<file path="config.mk">
export PLATFORM = sky130hd
export DESIGN_NAME = rx_phyretrain
export DESIGN_NICKNAME = d
export VERILOG_FILES = /design/src/rtl/rx_phyretrain_pkg.sv /design/src/rtl/rx_phyretrain_timeout_counter.sv /design/src/rtl/rx_phyretrain.sv
export SDC_FILE = /design/constraint.sdc
export NUM_CORES = 1
export LEC_CHECK = 0
export ABC_AREA = 1
export BUFFER_PORTS_ARGS = -buffer_cell sky130_fd_sc_hd__buf_2
export CAP_MARGIN = 25
export CORE_UTILIZATION = 58
export DETAILED_ROUTE_END_ITERATION = 8
export GPL_TIMING_DRIVEN = 0
export PLACE_DENSITY = 0.81
export RECOVER_POWER = 50
export SKIP_CTS_REPAIR_TIMING = 1
export SLEW_MARGIN = 20
export SYNTH_ARGS = -nofsm -noshare
export SYNTH_HDL_FRONTEND = slang
export SYNTH_SLANG_ARGS = --single-unit
</file>
<file path="constraint.sdc">
create_clock -name i_clk -period 2.05 [get_ports i_clk]
set_input_delay 0.205 -clock i_clk [delete_from_list [all_inputs] [get_ports i_clk]]
set_output_delay 0.205 -clock i_clk [all_outputs]
set_load 0.05 [all_outputs]
</file>
<file path="src/rtl/rx_phyretrain_pkg.sv">
// Shared LTSM definitions for the PHYRETRAIN state: sideband codes, retrain
// encodings and the exit-target resolution used by TX, RX and the LTSM decode.
package rx_phyretrain_pkg;

  localparam logic [3:0] PHYRETRAIN_START_REQ  = 4'd1;
  localparam logic [3:0] PHYRETRAIN_START_RESP = 4'd2;

  localparam logic [2:0] TXSELFCAL = 3'b001;
  localparam logic [2:0] SPEEDIDLE = 3'b010;
  localparam logic [2:0] REPAIR    = 3'b100;

  typedef enum logic [2:0] {
    ST_IDLE,
    ST_WAIT_REQ,
    ST_SEND_RESP,
    ST_DONE,
    ST_TIMEOUT
  } rx_state_e;

  // Zero or multi-hot encodings collapse to the least disruptive target.
  function automatic logic [2:0] sanitize_info(input logic [2:0] info);
    if ((info != 3'b000) && ((info & (info - 3'd1)) == 3'b000)) begin
      return info;
    end
    return TXSELFCAL;
  endfunction

  function automatic logic [2:0] resolve_retrain(input logic [2:0] local_info,
                                                 input logic [2:0] remote_info);
    logic [2:0] merged;
    merged = sanitize_info(local_info) | sanitize_info(remote_info);
    if ((merged & SPEEDIDLE) != 3'b000) begin
      return SPEEDIDLE;
    end
    if ((merged & REPAIR) != 3'b000) begin
      return REPAIR;
    end
    return TXSELFCAL;
  endfunction

endpackage

</file>
<file path="src/rtl/rx_phyretrain_timeout_counter.sv">
// Saturating LTSM timeout counter: counts while enabled, clears on demand and
// flags the terminal count TERMINAL-1.
module ltsm_timeout_counter #(
  parameter int TERMINAL = 8000000,
  localparam int W = (TERMINAL > 1) ? $clog2(TERMINAL) : 1
) (
  input  logic i_clk,
  input  logic i_rst,
  input  logic i_en,
  input  logic i_clear,
  output logic o_terminal
);

  logic [W-1:0] count_q;
  logic [W-1:0] count_d;
  logic         at_term;

  assign at_term    = (count_q == W'(TERMINAL - 1));
  assign o_terminal = at_term;

  always_comb begin
    count_d = count_q;
    if (i_clear) begin
      count_d = '0;
    end else if (i_en && !at_term) begin
      count_d = count_q + 1'b1;
    end
  end

  always_ff @(posedge i_clk or posedge i_rst) begin
    if (i_rst) begin
      count_q <= '0;
    end else begin
      count_q <= count_d;
    end
  end

endmodule

</file>
<file path="src/rtl/rx_phyretrain.sv">
// PHYRETRAIN responder: answers the partner's start request, resolves the exit
// target and reports completion or timeout to the LTSM.
module rx_phyretrain
  import rx_phyretrain_pkg::*;
#(
  parameter int SB_MSG_WIDTH   = 4,
  parameter int TIMEOUT_CYCLES = 8000000
) (
  input  logic                    i_clk,
  input  logic                    i_rst,
  input  logic                    i_phyretrain_en,
  input  logic [2:0]              i_local_msg_info,
  input  logic [SB_MSG_WIDTH-1:0] i_decoded_SB_msg,
  input  logic                    i_rx_msg_valid,
  input  logic [2:0]              i_rx_msg_info,
  input  logic                    i_falling_edge_busy,
  input  logic                    i_tx_valid,
  output logic [SB_MSG_WIDTH-1:0] o_encoded_SB_msg_rx,
  output logic                    o_valid_rx,
  output logic [2:0]              o_resolved_msg_info,
  output logic                    o_phyretrain_end_rx,
  output logic                    o_timeout
);

  // Wrapper handshake: o_valid_rx rises with the RESP code and stays high until
  // the sideband reports busy falling while the TX side is not also presenting.
  rx_state_e               state_q, state_d;
  logic [SB_MSG_WIDTH-1:0] msg_q, msg_d;
  logic                    valid_q, valid_d;
  logic [2:0]              res_q, res_d;
  logic                    end_q, end_d;
  logic                    timeout_q, timeout_d;

  logic req;
  logic hs_clear;
  logic cnt_terminal;

  assign req      = i_rx_msg_valid &&
                    (i_decoded_SB_msg == SB_MSG_WIDTH'(PHYRETRAIN_START_REQ));
  assign hs_clear = i_falling_edge_busy && !i_tx_valid;

  ltsm_timeout_counter #(
    .TERMINAL (TIMEOUT_CYCLES)
  ) u_timeout_counter (
    .i_clk      (i_clk),
    .i_rst      (i_rst),
    .i_en       ((state_q == ST_WAIT_REQ) || (state_q == ST_SEND_RESP)),
    .i_clear    (state_q == ST_IDLE),
    .o_terminal (cnt_terminal)
  );

  always_comb begin
    state_d = state_q;
    msg_d   = msg_q;
    valid_d = valid_q;
    res_d   = res_q;

    case (state_q)
      ST_IDLE: begin
        if (i_phyretrain_en) begin
          state_d = req ? ST_SEND_RESP : ST_WAIT_REQ;
        end
      end
      ST_WAIT_REQ: begin
        if (!i_phyretrain_en) begin
          state_d = ST_IDLE;
        end else if (req) begin
          state_d = ST_SEND_RESP;
        end else if (cnt_terminal) begin
          state_d = ST_TIMEOUT;
        end
      end
      ST_SEND_RESP: begin
        if (!i_phyretrain_en) begin
          state_d = ST_IDLE;
        end else if (hs_clear) begin
          state_d = ST_DONE;
        end
      end
      ST_DONE, ST_TIMEOUT: begin
        if (!i_phyretrain_en) begin
          state_d = ST_IDLE;
        end
      end
      default: state_d = ST_IDLE;
    endcase

    if ((state_d == ST_SEND_RESP) && (state_q != ST_SEND_RESP)) begin
      msg_d   = SB_MSG_WIDTH'(PHYRETRAIN_START_RESP);
      valid_d = 1'b1;
      res_d   = resolve_retrain(i_local_msg_info, i_rx_msg_info);
    end
    if ((state_q == ST_SEND_RESP) && (state_d == ST_DONE)) begin
      valid_d = 1'b0;
    end
    if (state_d == ST_IDLE) begin
      msg_d   = '0;
      valid_d = 1'b0;
      res_d   = 3'b000;
    end

    end_d     = (state_d == ST_DONE);
    timeout_d = (state_d == ST_TIMEOUT);
  end

  always_ff @(posedge i_clk or posedge i_rst) begin
    if (i_rst) begin
      state_q   <= ST_IDLE;
      msg_q     <= '0;
      valid_q   <= 1'b0;
      res_q     <= 3'b000;
      end_q     <= 1'b0;
      timeout_q <= 1'b0;
    end else begin
      state_q   <= state_d;
      msg_q     <= msg_d;
      valid_q   <= valid_d;
      res_q     <= res_d;
      end_q     <= end_d;
      timeout_q <= timeout_d;
    end
  end

  assign o_encoded_SB_msg_rx = msg_q;
  assign o_valid_rx          = valid_q;
  assign o_resolved_msg_info = res_q;
  assign o_phyretrain_end_rx = end_q;
  assign o_timeout           = timeout_q;

endmodule
</file>
==> run summary <==
Crit path largest cell delay = 0.44 ns
RePlAce Congestion = 0.909
leakage = 1.29 nW
Clock Skew = 0.00914 ns
slowest library cell on the worst path = dfrtp_1
Most used DFF post-synth = dfrtp_1
critical path arrival = 2.07 ns
startpoint class of the critical path = flip-flop
outcome = completed
fraction of registers with async set/reset = 100%
CTS sink count = 33
Fillers = 334
FP Rows = 22
share of the synthesized area in the top cell type = 37.5%
max-slew violation count = 0
relative slew slack = 18.2%
GRT Total Usage = 28.7%
net load switching power = 0.000701 W
Layout Nets = 377
Post-Synthesis Cell Area = 2200 µm²
largest net degree at the start of global routing = 34
Worst-path clk slew = 0.07 ns
CTS max path bufs = 2
share of cells above drive strength 1 = 14.4%
Area Growth Syn to Fin = 11.8%
Antenna Cells = 0
Setup TNS Final = 0 ns
Slew @ Worst Pin = 1.23 ns
Area contributors post-synth = dfrtp_1 38%, nand2_1 21%, nor2_1 7.5%
Reg-to-Reg End = u_timeout_counter.count_q[13]
critical path cell sequence = ha_1 > buf_2 > nand3_2 > nor2_4 > nand3_2 > nand2_2 > inv_2 > buf_4 > nand4_1 > nand2_1
Reg2Reg Depth = 10
hold crit path type = input port to flip-flop
Clock power frac = 27.1%
Tcrit/Tclk final = 92.2%
#FFs+latches synth = 33
min-delay src = i_rx_msg_valid
reg-to-reg setup timing slack = 0.16 ns
DIE WIDTH = 63.6 µm
Worst Hold Depth = 3
first-pass GRT wire length = 8.95 mm
Max Cap Viol = 0
Final Setup Violations = 0
vias in the first global route = 2004
Ys Warns = 0
Reg power frac = 41.3%
post-detail-place hpwl = 3.73 mm
Internal Power = 0.00108 W
CP Max Fanout = 10
Fin. Hold Viols = 0
Post-DP Area = 2380 µm²
Post-synth EDFFs = 0
drt total wl = 5.09 mm
combinational cell fraction of total power = 31.6%
Fmax = 529 MHz
mean post-synth cell area = 6.69 µm²
crit path time final = 1.89 ns
Sw Share = 39.3%
WS Path Type = flip-flop to flip-flop
Routed wire per std cell = 12.4 µm
CTS tree = built
CP Launch Point = u_timeout_counter.count_q[0]
Ports = 26
number of vias per cell = 5.26
Pre-antenna DRT Iters = 4
# DRC = 0
core area = 3660 µm²
H-tree levels = 2
Vias = 2153
antenna violations before repair = 0
initial drt markers = 146
Setup crit end kind = flip-flop
die area = 4050 µm²
data required time of the critical path = 2.23 ns
clock latency on the worst-skew pair = 0.30 ns
Syn Inst Count = 329
ANT nets after route = 0
Final Cell Area = 2460 µm²
Root Buffer = clkbuf_8
gr ovfl total = 0
pwr dens = 724 nW/µm²
port bufs = 22
cell mode on critical path = nand3_2
synth unique cells = 31
register area share after synthesis = 37.5%
reg-to-reg startpoint = u_timeout_counter.count_q[0]
area leader, netlist = dfrtp_1
chip height = 63.6 µm
RSZ-0062 raised after global routing = false
initial core utilization = 60.2%
Hold EP = state_q[1]
Peak VDD IR = 602 µV
total CTS buffers = 5
## cell type report
type                    count  area, µm²  area share [%]
multi-input cells         251       1170            47.7
flip-flops and latches     33        826            33.6
inverters                  39        149            6.05
repair buffers             22        109            4.42
clock buffers               6       72.6            2.95
plain buffers               8       61.3            2.49
well taps                  48       60.1            2.44
clock inverters             2       10.0           0.407
## kinds of logic after synthesis
logic type / count (synthesis) / share of synthesized area, %
simple gates: 224 / 44.7
buf+inv: 47 / 9.54
flops: 33 / 37.5
compound gates: 15 / 4.37
xor+xnor: 8 / 3.18
fa+ha+maj: 1 / 0.568
other cells: 1 / 0.170
## registers in the layout, indices dropped and copies added, names as in the netlist
name,count
o_valid_rx,1
o_resolved_msg_info,3
o_phyretrain_end_rx,1
o_encoded_SB_msg_rx,1
u_timeout_counter.count_q,23
o_timeout,1
state_q,3
## synth_stat cells, types with 2 or more instances
master,n
buf_4,4
buf_6,2
dfrtp_1,33
inv_1,34
inv_2,4
nand2_1,126
nand2_2,4
nand3_1,16
nand3_2,2
nand3b_1,2
nand4_1,22
nor2_1,44
nor3_1,2
o21ai_0,5
o21bai_1,5
o31ai_1,2
or2_2,2
xnor2_1,4
xor2_1,4
## metrics by stage
stage               utilization (%)  power, W  cells  hold slack [ns]  setup WS, ns
global placement               65.0   0.00130    401            0.469         0.212
CTS                            67.3   0.00179    409           0.0426         0.171
global route                   67.2   0.00188    409            0.233       0.00190
floorplan                         -   0.00115    331            0.328         0.497
finish                         67.2   0.00178    409            0.211         0.160
detailed placement             65.0   0.00131    401            0.360         0.189
## routing by layer
layer  part of all wire [%]  routed length, µm  track usage, %
met5                      0                  0               0
met4                    1.6                 82            10.5
met3                    6.8                348            5.80
met2                     46               2320            45.7
met1                     46               2330            38.4
## placed cells by master, fill, tap and decap left out, drive strengths merged
| cell | n |
|---|---|
| xor2 | 4 |
| a21oi | 1 |
| xnor2 | 4 |
| nor3 | 3 |
| o31ai | 2 |
| nor2 | 46 |
| o21bai | 5 |
| o21ai | 5 |
| o22ai | 1 |
| nand3 | 18 |
| nand3b | 2 |
| a211oi | 1 |
| clkbuf | 7 |
| nand2 | 131 |
| or2 | 2 |
| nand4 | 22 |
| ha | 1 |
| inv | 39 |
| clkinv | 2 |
| dfrtp | 33 |
| buf | 29 |
| conb | 3 |
## critical path, delay by kind of cell, from the launching register on
| kind | cells | cell delay (ns) |
|---|---|---|
| AND/OR/NAND/NOR | 6 | 0.64 |
| buffers and inverters | 3 | 0.50 |
| flip-flops | 1 | 0.44 |
| adder cells (fa/ha/maj) | 1 | 0.17 |
## power by group through the flow
stage	logic [W]	registers (W)	clock network, W
finish	0.000563	0.000736	0.000483
global route	0.000620	0.000740	0.000516
CTS	0.000564	0.000735	0.000488
detailed placement	0.000561	0.000747	0
global placement	0.000557	0.000743	0
floorplan	0.000357	0.000792	0
## how the worst max path moves through the flow
stage	endpoint	depth (start not counted)
2_1_floorplan	u_timeout_counter.count_q[17]	10
3_3_place_gp	u_timeout_counter.count_q[16]	10
3_5_place_dp	u_timeout_counter.count_q[10]	10
4_1_cts	u_timeout_counter.count_q[16]	10
5_1_grt	u_timeout_counter.count_q[16]	8
6_report	u_timeout_counter.count_q[13]	10
(Power assumes the default switching activity.)
